## config.mk

```make
export PLATFORM = sky130hd
export DESIGN_NAME = clock_set_ctrl
export DESIGN_NICKNAME = d
export VERILOG_FILES = /design/src/rtl/clock_set_ctrl.sv
export SDC_FILE = /design/constraint.sdc
export NUM_CORES = 1
export LEC_CHECK = 0
export ABC_AREA = 1
export BUFFER_PORTS_ARGS = -buffer_cell sky130_fd_sc_hd__buf_4
export CAP_MARGIN = 20
export CELL_PAD_IN_SITES_DETAIL_PLACEMENT = 0
export CELL_PAD_IN_SITES_GLOBAL_PLACEMENT = 1
export CORE_MARGIN = 2
export CORE_UTILIZATION = 40
export CTS_CLUSTER_DIAMETER = 120
export DETAILED_ROUTE_END_ITERATION = 8
export GPL_TIMING_DRIVEN = 0
export PLACE_DENSITY_LB_ADDON = 0.3
export SYNTH_ARGS = -nofsm -noshare
export SYNTH_HDL_FRONTEND = slang
export SYNTH_SLANG_ARGS = --single-unit
```

## constraint.sdc

```tcl
create_clock -name clk -period 1.9 [get_ports clk]
set_input_delay 0 -clock clk [delete_from_list [all_inputs] [get_ports clk]]
set_output_delay 0 -clock clk [all_outputs]
set_load 0.1 [all_outputs]
```

## src/rtl/clock_set_ctrl.sv

```systemverilog
// Settable HH:MM:SS clock with three debounced active-low buttons.
// Mode toggles CLOCK/SET; in SET, pos selects a field and inc bumps it without carry.
module clock_set_ctrl #(
  parameter logic [31:0] P_TICK_NUM = 32'd50000000,
  parameter logic [31:0] P_DEB_NUM  = 32'd500000
) (
  input  logic       clk,
  input  logic       rst_n,
  input  logic       i_sw_mode,
  input  logic       i_sw_pos,
  input  logic       i_sw_inc,
  output logic [5:0] o_sec,
  output logic [5:0] o_min,
  output logic [4:0] o_hour,
  output logic       o_mode,
  output logic [1:0] o_position,
  output logic [5:0] o_six_dp
);

  typedef enum logic {
    ST_CLOCK = 1'b0,
    ST_SET   = 1'b1
  } state_t;

  typedef enum logic [1:0] {
    POS_SEC  = 2'd0,
    POS_MIN  = 2'd1,
    POS_HOUR = 2'd2
  } pos_t;

  // Button vector order: {inc, pos, mode}
  logic [2:0] sw_raw;
  logic [2:0] sync_q1;
  logic [2:0] sync_q2;
  logic [2:0] samp_q;
  logic [2:0] pressed_q;
  logic [2:0] pulse_q;
  logic [2:0] press_det;
  logic [2:0] rel_det;

  logic [31:0] deb_cnt;
  logic        deb_stb;

  logic [31:0] tick_cnt;
  logic        tick;

  state_t state_q;
  state_t state_d;
  pos_t   pos_q;
  pos_t   pos_d;

  logic [5:0] sec_q;
  logic [5:0] sec_d;
  logic [5:0] min_q;
  logic [5:0] min_d;
  logic [4:0] hour_q;
  logic [4:0] hour_d;

  logic mode_p;
  logic pos_p;
  logic inc_p;
  logic inc_en;

  assign sw_raw = {i_sw_inc, i_sw_pos, i_sw_mode};

  always_ff @(posedge clk or negedge rst_n) begin
    if (!rst_n) begin
      sync_q1 <= '1;
      sync_q2 <= '1;
    end else begin
      sync_q1 <= sw_raw;
      sync_q2 <= sync_q1;
    end
  end

  assign deb_stb = (deb_cnt == P_DEB_NUM - 32'd1);

  always_ff @(posedge clk or negedge rst_n) begin
    if (!rst_n) begin
      deb_cnt <= '0;
    end else if (deb_stb) begin
      deb_cnt <= '0;
    end else begin
      deb_cnt <= deb_cnt + 32'd1;
    end
  end

  // samp_q holds the previous strobed sample; two equal samples in a row move the state.
  assign press_det = ~pressed_q & ~sync_q2 & ~samp_q;
  assign rel_det   =  pressed_q &  sync_q2 &  samp_q;

  always_ff @(posedge clk or negedge rst_n) begin
    if (!rst_n) begin
      samp_q    <= '1;
      pressed_q <= '0;
      pulse_q   <= '0;
    end else if (deb_stb) begin
      samp_q    <= sync_q2;
      pressed_q <= (pressed_q | press_det) & ~rel_det;
      pulse_q   <= press_det;
    end else begin
      pulse_q   <= '0;
    end
  end

  assign mode_p = pulse_q[0];
  assign pos_p  = pulse_q[1];
  assign inc_p  = pulse_q[2];

  assign tick = (state_q == ST_CLOCK) && (tick_cnt == P_TICK_NUM - 32'd1);

  always_ff @(posedge clk or negedge rst_n) begin
    if (!rst_n) begin
      tick_cnt <= '0;
    end else if ((state_q == ST_SET) || tick) begin
      tick_cnt <= '0;
    end else begin
      tick_cnt <= tick_cnt + 32'd1;
    end
  end

  always_ff @(posedge clk or negedge rst_n) begin
    if (!rst_n) begin
      state_q <= ST_CLOCK;
    end else begin
      state_q <= state_d;
    end
  end

  always_comb begin
    state_d = state_q;
    if (mode_p) begin
      state_d = (state_q == ST_CLOCK) ? ST_SET : ST_CLOCK;
    end
  end

  always_comb begin
    o_mode   = (state_q == ST_SET);
    o_six_dp = '0;
    if (state_q == ST_SET) begin
      case (pos_q)
        POS_SEC:  o_six_dp = 6'b000011;
        POS_MIN:  o_six_dp = 6'b001100;
        POS_HOUR: o_six_dp = 6'b110000;
        default:  o_six_dp = '0;
      endcase
    end
  end

  always_comb begin
    pos_d = pos_q;
    if ((state_q == ST_SET) && pos_p) begin
      case (pos_q)
        POS_SEC:  pos_d = POS_MIN;
        POS_MIN:  pos_d = POS_HOUR;
        default:  pos_d = POS_SEC;
      endcase
    end
    if ((state_q == ST_CLOCK) && (state_d == ST_SET)) begin
      pos_d = POS_SEC;
    end
  end

  always_ff @(posedge clk or negedge rst_n) begin
    if (!rst_n) begin
      pos_q <= POS_SEC;
    end else begin
      pos_q <= pos_d;
    end
  end

  // A coincident mode pulse discards the increment.
  assign inc_en = (state_q == ST_SET) && inc_p && !mode_p;

  always_comb begin
    sec_d  = sec_q;
    min_d  = min_q;
    hour_d = hour_q;
    if (tick) begin
      if (sec_q == 6'd59) begin
        sec_d = '0;
        if (min_q == 6'd59) begin
          min_d  = '0;
          hour_d = (hour_q == 5'd23) ? '0 : hour_q + 5'd1;
        end else begin
          min_d = min_q + 6'd1;
        end
      end else begin
        sec_d = sec_q + 6'd1;
      end
    end
    if (inc_en) begin
      case (pos_q)
        POS_SEC:  sec_d  = (sec_q  == 6'd59) ? '0 : sec_q  + 6'd1;
        POS_MIN:  min_d  = (min_q  == 6'd59) ? '0 : min_q  + 6'd1;
        POS_HOUR: hour_d = (hour_q == 5'd23) ? '0 : hour_q + 5'd1;
        default:  sec_d  = sec_q;
      endcase
    end
  end

  always_ff @(posedge clk or negedge rst_n) begin
    if (!rst_n) begin
      sec_q  <= '0;
      min_q  <= '0;
      hour_q <= '0;
    end else begin
      sec_q  <= sec_d;
      min_q  <= min_d;
      hour_q <= hour_d;
    end
  end

  assign o_sec      = sec_q;
  assign o_min      = min_q;
  assign o_hour     = hour_q;
  assign o_position = pos_q;

endmodule

```

Word-level counts from Yosys, hierarchy flattened
Index checks and enable logic that the tools add are counted.

Register bits: 99. Input bits: 5. Logic and storage cells: 71.

$add $sub $neg: 5. Equality and inequality tests: 8. Multiplexer cells: 25. Bitwise operators: 11. Reductions and logical operators: 10.

Operator list (number): $add 32x1->32 const B (2); $mux 32 (2); $mux 6 (9); $eq 32x19->1 const B (1); $eq 32x26->1 const B (1); $mux 5 (6); $pmux 6 s3 (1); $and 3x3->3 (5); $add 6x1->6 const B (2); $eq 6x6->1 const B (2); $not 3->3 (4); $pmux 6 s2 (1); $add 5x1->5 const B (1); $eq 5x5->1 const B (1); $logic_and 1x1->1 (5); $mux 2 (2); $pmux 2 s2 (1); $mux 3 (1); $ne 3x2->1 const B (1); $or 3x3->3 (1); $eq 2x1->1 const B (1); $eq 2x2->1 const B (1); $logic_not 2->1 (1); $mux 1 (2); 5 further kinds (5).

Longest topological paths before layout
Gate-level depths: netlist (run 1).

Word-level depth: 7. Gate-level depth with buffers: 12. Depth with buffers taken out: 12.

Worst setup path after synthesis (run 1)
OpenSTA, ideal clock, no wires.

Path kind: reg2out. From: register pos_q[1], in the netlist o_position[1]. To: output o_six_dp[5]. Data arrival time: 2345 ps. Path slack: -445 ps. Stages on the path, launching flop included: 5. Cells stage by stage: dfrtp_1 ha_1 nand2_1 inv_1 buf_4.

Cells in the longest elaborated chain, start to end: 3. Elaborated cells on any way between the ends: 5. Those cells by class: eq/ne: 2; mux: 2; reduce/logical: 1.

RTL lines: start: declaration (RTL line 49) `pos_t pos_q;`; start signal: assignment (RTL line 168) `pos_q <= pos_d;`; $eq 2x2->1, or another cell as far along (RTL line 141) `case (pos_q)`; $pmux 6 s3 * (RTL line 141); $mux 6 * (RTL line 140) `if (state_q == ST_SET) begin`; end: declaration (RTL line 17) `output logic [5:0] o_six_dp`.

Mark *: on every way between the ends. The rest lies on a longest branch, timed or not.

Worst setup path after layout (run 1)
From: register tick_cnt[0]. To: register tick_cnt[31].

Cells in the longest elaborated chain, start to end: 4. Elaborated cells on any way between the ends: 5. Those cells by class: add/sub: 1; eq/ne: 1; mux: 1; reduce/logical: 2.

RTL lines: start: declaration (RTL line 44) `logic [31:0] tick_cnt;`; start signal: assignment (RTL line 118) `tick_cnt <= tick_cnt + 32'd1;`; branches (longest 3 deep; another with $add 32x1->32); $mux 32 * (RTL line 115) `end else if ((state_q == ST_SET) || tick) begin`.

Mark *: on every way between the ends. A chain may end at the register's enable or synchronous reset.

==> impl_metrics.py, run 1 <==
metrics = {
    "place": {
        "dp.cells": 903,
        "io_buffer_count": 30,
        "globalplace.congestion": 0.914,
        "dp_hpwl_um": 9320,
    },
    "yosys": {
        "synth_area_leaders": "dfrtp_1 (41%), nand2_1 (9.3%), inv_1 (6.5%), nor2_1 (6.2%), xor2_1 (5.0%)",
        "ys_ff_latch": 99,
        "yosys.area.top_type_share_pct": 40.5,
        "synth_common_cells": "nand2_1 (137), inv_1 (96), nor2_1 (92)",
        "synth.most_common_cell": "nand2_1",
        "ys_seq_area_share_pct": 44.8,
        "synth_edf_count": 0,
        "yosys.area.top_type": "dfrtp_1",
        "ys_types": 41,
        "synthFlopType": "dfrtp_1",
        "syn_area_um2": 5560,
        "postSynthAreaPerCell_um2": 8.03,
        "synth-async-reset-ratio_pct": 100,
        "yosysWarnings": 0,
        "synth_nets": 708,
        "synth_cells": 692,
    },
    "finish": {
        "layout.nets": 756,
        "layout-drive-gt1-share_pct": 19.3,
        "fin_cells": 925,
        "n_antenna_cell": 0,
        "area_delta_synth_final_pct": 16.7,
        "fillers": 1339,
    },
    "drt": {
        "via_count": 4523,
        "drc": 0,
        "wl_um": 12300,
        "via_per_inst": 4.89,
        "drtIter0Drc": 253,
        "avgRoutedWirePerCell_um": 13.3,
        "ant_nets": 0,
        "drt_first_pass_iters": 4,
    },
    "critical_path": {
        "cp-end-kind": "flop",
        "critPathMaxFanout": 10,
        "cp.arrival_ns": 2.01,
        "start_kind": "flop",
        "criticalPathCategory": "flop to flop",
        "worstPathRequired_ns": 2.14,
    },
    "cts": {
        "cts_max_level": 3,
        "cts_sinks": 99,
        "cts_root_buf": "clkbuf_16",
        "cts_made_buffers": 9,
        "cts_tree": "yes",
        "clk_pin_slew_worst_paths_ns": 0.08,
        "clock_latency_ns": 0.36,
        "cts_buffer_depth": 2,
    },
    "sta": {
        "fin_skew_ns": 0.00829,
        "fin_crit_sh_pct": 92.9,
        "fmax_mhz": 567,
        "rsz0062_at_grt": "true",
        "min_period_ns": 1.76,
        "drv_slew": 0,
        "finalSetupViolCount": 0,
        "timing.final.hold_violations": 0,
        "tns_ns": 0,
        "max-slew-margin-rel_pct": 71.3,
        "worst_slew_pin_slew_ns": 0.431,
    },
    "min_path": {
        "hp-class": "input pin to async pin",
    },
    "pwr": {
        "p_leak_uw": 0.00292,
        "p_clk_share_pct": 46.9,
        "seq_power_share_pct": 51.5,
        "p_comb_share_pct": 1.6,
        "p_switching_uw": 959,
        "powerDensity_nw_per_um2": 634,
        "swShare_pct": 23.3,
        "peakVddDrop_uv": 448,
        "p_int_uw": 3150,
    },
    "global_route": {
        "antenna_found_initial": 0,
        "track_usage_pct": 18.0,
        "grt_pass1_wl_um": 21000,
        "grt_max_degree": 69,
        "grt_overflow": 0,
        "grt_pass1_vias": 4490,
    },
    "floorplanning": {
        "pin_count": 31,
        "dieArea_um2": 14900,
        "num_rows": 43,
        "core_area_um2": 13700,
        "fp.dieH_um": 122,
        "start_util_pct": 40.5,
        "die_w_um": 122,
    },
    "run_status": {
        "outcome": "finished, final reports clean",
    },
    "flow_run": {
        "cap_viol_max_count": 0,
    },
}
-- flip-flops by register name, indices dropped and copies added (netlist names) --
register and cells:
o_hour 5, deb_cnt 32, sync_q1 3, tick_cnt 32, sync_q2 3, pulse_q 3, samp_q 3, o_sec 6
o_mode 1, o_min 6, pressed_q 3, o_position 2
-- routing by layer --
metal / global-route usage, % / vias up / wire (um)
met5: 0 / - / 0
met2: 29.1 / 65 / 5830
met3: 4.78 / 26 / 391
met1: 23.3 / 2123 / 5750
met4: 6.54 / 0 / 296
li1: - / 2309 / -
-- worst max-delay path, cell delays in order, from the launching register on --
cell,delay [ns]
dfrtp_1,0.38
ha_1,0.22
nand3_1,0.11
inv_1,0.13
nand2_4,0.09
nor2_4,0.19
a21oi_4,0.10
inv_2,0.15
buf_4,0.22
nor2_1,0.07
-- cell families (layout without fill, tap and decap cells) --
family | after synthesis | in the layout | synth area share, %
flops | 99 | 99 | 44.8
fa+ha+maj | 14 | 14 | 3.02
compound gates | 44 | 44 | 4.59
xor+xnor | 40 | 40 | 6.30
buf+inv | 114 | 167 | 8.26
simple gates | 381 | 381 | 33.1
-- final cells by class --
class                   instances  area (um^2)  share of cell area, %
plain buffers                   9         63.8                  0.984
clock buffers                  10          250                   3.86
clock inverters                 6         72.6                   1.12
inverters                     105          409                   6.31
multi-input cells             479         2650                   40.8
flip-flops and latches         99         2510                   38.7
well taps                     180          225                   3.47
repair buffers                 37          308                   4.75
-- metrics by stage --
stage | area (um^2) | total power (uW) | hold slack (ns) | utilization, % | worst slack (ns)
finish | 6480 | 4110 | 0.119 | 47.3 | 0.135
detailed placement | 6070 | 2220 | -0.0304 | 44.2 | -0.0247
global route | 6480 | 4270 | 0.168 | 47.3 | -0.0199
CTS | 6440 | 4180 | 0.134 | 46.9 | 0.0520
floorplan | 5590 | 2170 | -0.296 | - | -0.0145
global placement | 6040 | 2210 | 0.109 | 44.0 | -0.00689
-- repair_timing --
action,CTS,global route
endpoints found under the setup margin,5,37
resized for setup,0,12
gates cloned,0,0
endpoints found under the hold margin,34,0
hold buffers,4,0
buffers inserted,1,1
pin swaps,1,2
-- power by group through the flow --
stage                     Combinational, uW  Clock [uW]  Sequential [uW]
after global placement                 53.9           0             2160
after global routing                   76.8        2070             2120
final                                  64.3        1930             2120
after CTS                              68.9        1990             2120
after detailed placement               62.2           0             2160
after floorplan                        5.30           0             2160
-- cells in the final DEF, fill, tap and decap left out, drive strengths merged --
master and count:
nand2 150, nand4 27, dlygate4sd3 4, clkinv 4, and3 2, o21ai 25
xnor2 8, maj3 3, o211ai 1, a31o 1, nand3b 2, clkinvlp 3
nor4 8, dfstp 9, or2 4, buf 42, nor2 104, inv 104
a21oi 15, ha 11, nor3 37, nor3b 6, clkbuf 10, xor2 32
nand3 41, a211oi 2, dfrtp 90
-- final timing paths --
path / to / slack (ns) / from / depth (start not counted)
hold reg to reg: sync_q2[1] / 0.36 / sync_q1[1] / 0
max in group asynchronous: sync_q1[1] / 1.07 / rst_n / 3
hold / removal: tick_cnt[26] / 0.12 / rst_n / 2
setup reg to reg: tick_cnt[31] / 0.14 / tick_cnt[0] / 9
min in group clk: sync_q1[0] / 0.28 / i_sw_mode / 2
setup / recovery: tick_cnt[31] / 0.14 / tick_cnt[0] / 9
No activity file was read; power rests on OpenSTA's default activity.
==> run 2: changes to the inputs <==
--- a/config.mk
+++ b/config.mk
@@ -10,12 +10,13 @@
 export CAP_MARGIN = 20
 export CELL_PAD_IN_SITES_DETAIL_PLACEMENT = 0
 export CELL_PAD_IN_SITES_GLOBAL_PLACEMENT = 1
-export CORE_MARGIN = 2
+export CORE_MARGIN = 4
 export CORE_UTILIZATION = 40
 export CTS_CLUSTER_DIAMETER = 120
 export DETAILED_ROUTE_END_ITERATION = 8
 export GPL_TIMING_DRIVEN = 0
 export PLACE_DENSITY_LB_ADDON = 0.3
+export RECOVER_POWER = 100
 export SYNTH_ARGS = -nofsm -noshare
 export SYNTH_HDL_FRONTEND = slang
 export SYNTH_SLANG_ARGS = --single-unit
==> constraint.sdc (replaced) <==
create_clock -name clk -period 2.28 [get_ports clk]
set_input_delay 0 -clock clk [delete_from_list [all_inputs] [get_ports clk]]
set_output_delay 0 -clock clk [all_outputs]
set_load 0.1 [all_outputs]
==> impl_metrics.py, run 2 (same netlist as run 1, synthesis figures left out) <==
metrics = {
    "run_status": {
        "outcome": "finished, violations left",
        "violations": "max-capacitance violations, max-slew violations",
    },
    "finish": {
        "mostFrequentLayoutCells": "nand2_1 (143), nor2_1 (96), inv_1 (95)",
        "layout-drive-gt1-share_pct": 10.8,
        "n_antenna_cell": 0,
        "fin_area_um2": 6220,
        "final_core_util_pct": 46.4,
        "layout.nets": 754,
        "area_delta_synth_final_pct": 11.8,
        "fin_cells": 919,
        "final_common_cell": "nand2_1",
        "fillers": 1368,
        "top_regs": "deb_cnt (32), tick_cnt (32)",
    },
    "sta": {
        "drv_slew": 28,
        "fin_skew_ns": 0.00662,
        "rsz0062_at_grt": "false",
        "finalSetupViolCount": 0,
        "fin_crit_sh_pct": 86.9,
        "tns_ns": 0,
        "fmax_mhz": 505,
        "timing.final.hold_violations": 0,
        "max-slew-margin-rel_pct": -11.8,
        "min_period_ns": 1.98,
        "fin_ws_ns": 0.298,
        "worst_slew_pin_slew_ns": 1.68,
    },
    "critical_path": {
        "path_cells": "ha_1, nand3_1, inv_1, nand2_1, nor2_4, a21oi_4, inv_2, clkbuf_2, nor2_1",
        "critPathMaxFanout": 10,
        "criticalPathCategory": "flop to flop",
        "r2r-end": "tick_cnt[25]",
        "cpPeakStageDelay_ns": 0.40,
        "regToRegSetupSlack_ns": 0.30,
        "cp-startpoint": "tick_cnt[0]",
        "cp.arrival_ns": 2.27,
        "start_kind": "flop",
        "crit_end": "tick_cnt[25]",
        "r2r_cells": 9,
        "rr_startpoint": "tick_cnt[0]",
        "slowest_stage": "dfrtp_1",
        "cp-end-kind": "flop",
        "worstPathRequired_ns": 2.57,
    },
    "cts": {
        "clk_pin_slew_worst_paths_ns": 0.08,
        "cts_made_buffers": 9,
        "cts_tree": "yes",
        "cts_resized": 0,
        "cts_buffer_depth": 2,
        "cts_root_buf": "clkbuf_16",
        "cts_max_level": 3,
        "cts_sinks": 99,
        "clock_latency_ns": 0.36,
    },
    "place": {
        "pre_cts_ws_ns": 0.327,
        "io_buffer_count": 30,
        "dp.cells": 899,
        "globalplace.congestion": 0.922,
        "dpl-instance-area_um2": 6040,
        "dp_hpwl_um": 9410,
    },
    "floorplanning": {
        "num_rows": 42,
        "start_util_pct": 41.5,
        "die_w_um": 126,
        "dieArea_um2": 15800,
        "fp.dieH_um": 126,
        "core_area_um2": 13400,
        "pin_count": 31,
    },
    "global_route": {
        "antenna_found_initial": 0,
        "grt_overflow": 0,
        "grt_pass1_vias": 4430,
        "track_usage_pct": 16.4,
        "grt_max_degree": 73,
        "grt_pass1_wl_um": 21200,
    },
    "drt": {
        "ant_nets": 0,
        "drtIter0Drc": 308,
        "drt_first_pass_iters": 5,
        "wl_um": 12400,
        "via_count": 4572,
        "avgRoutedWirePerCell_um": 13.5,
        "via_per_inst": 4.97,
        "drc": 0,
    },
    "pwr": {
        "p_leak_uw": 0.00281,
        "powerDensity_nw_per_um2": 553,
        "peakVddDrop_uv": 437,
    },
    "min_path": {
        "hp-class": "input pin to flop",
        "hold_path_depth": 2,
    },
    "flow_run": {
        "cap_viol_max_count": 1,
    },
}
[run 2: what timing repair did]
item / CTS / global route
setup endpoints to repair: 0 / 0
buffers inserted: 0 / 0
hold buffers: 4 / 0
hold endpoints to repair: 92 / 0
[run 2: cell type report]
class                           count  area [um^2]  area share (%)
Multi-Input combinational cell    479         2520            40.5
Sequential cell                    99         2490            40.1
Inverter                          105          403            6.48
Clock buffer                       10          250            4.02
Tap cell                          176          220            3.54
Timing Repair Buffer               35          199            3.20
Clock inverter                      6         75.1            1.21
Buffer                              9         60.1           0.966
[run 2: power breakdown]
group	switching (uW)	internal, uW
clock network	768	853
logic	36.7	16.3
registers	3.00	1760
total	807	2630
[run 2: metal layers]
| layer | vias to the layer above | routed length, um | GRT usage (%) |
|---|---|---|---|
| li1 | 2304 | - | - |
| met1 | 2164 | 5830 | 21.5 |
| met2 | 80 | 5860 | 26.5 |
| met3 | 24 | 474 | 4.57 |
| met4 | 0 | 281 | 5.24 |
| met5 | - | 0 | 0 |
[run 2: metrics by stage]
step / hold slack, ns / power (uW)
finish: 0.299 / 3440
CTS: 0.111 / 3500
floorplan: -0.296 / 1810
detailed placement: -0.0426 / 1850
global route: 0.275 / 3600
global placement: 0.109 / 1850
[run 2: how the worst min path moves through the flow]
stage	startpoint	endpoint	slack, ns
2_1_floorplan	rst_n	deb_cnt[0]	-0.30
3_3_place_gp	i_sw_inc	sync_q1[2]	0.11
3_5_place_dp	rst_n	tick_cnt[28]	-0.04
4_1_cts	rst_n	tick_cnt[28]	0.11
5_1_grt	i_sw_mode	sync_q1[0]	0.27
6_report	i_sw_mode	sync_q1[0]	0.30
[run 2: critical path, delay by kind of cell, from the launching register on]
kind            cells  cell delay (ns)
compound gates      1             0.29
buf+inv             3             0.46
flops               1             0.40
simple gates        4             0.52
fa+ha+maj           1             0.25
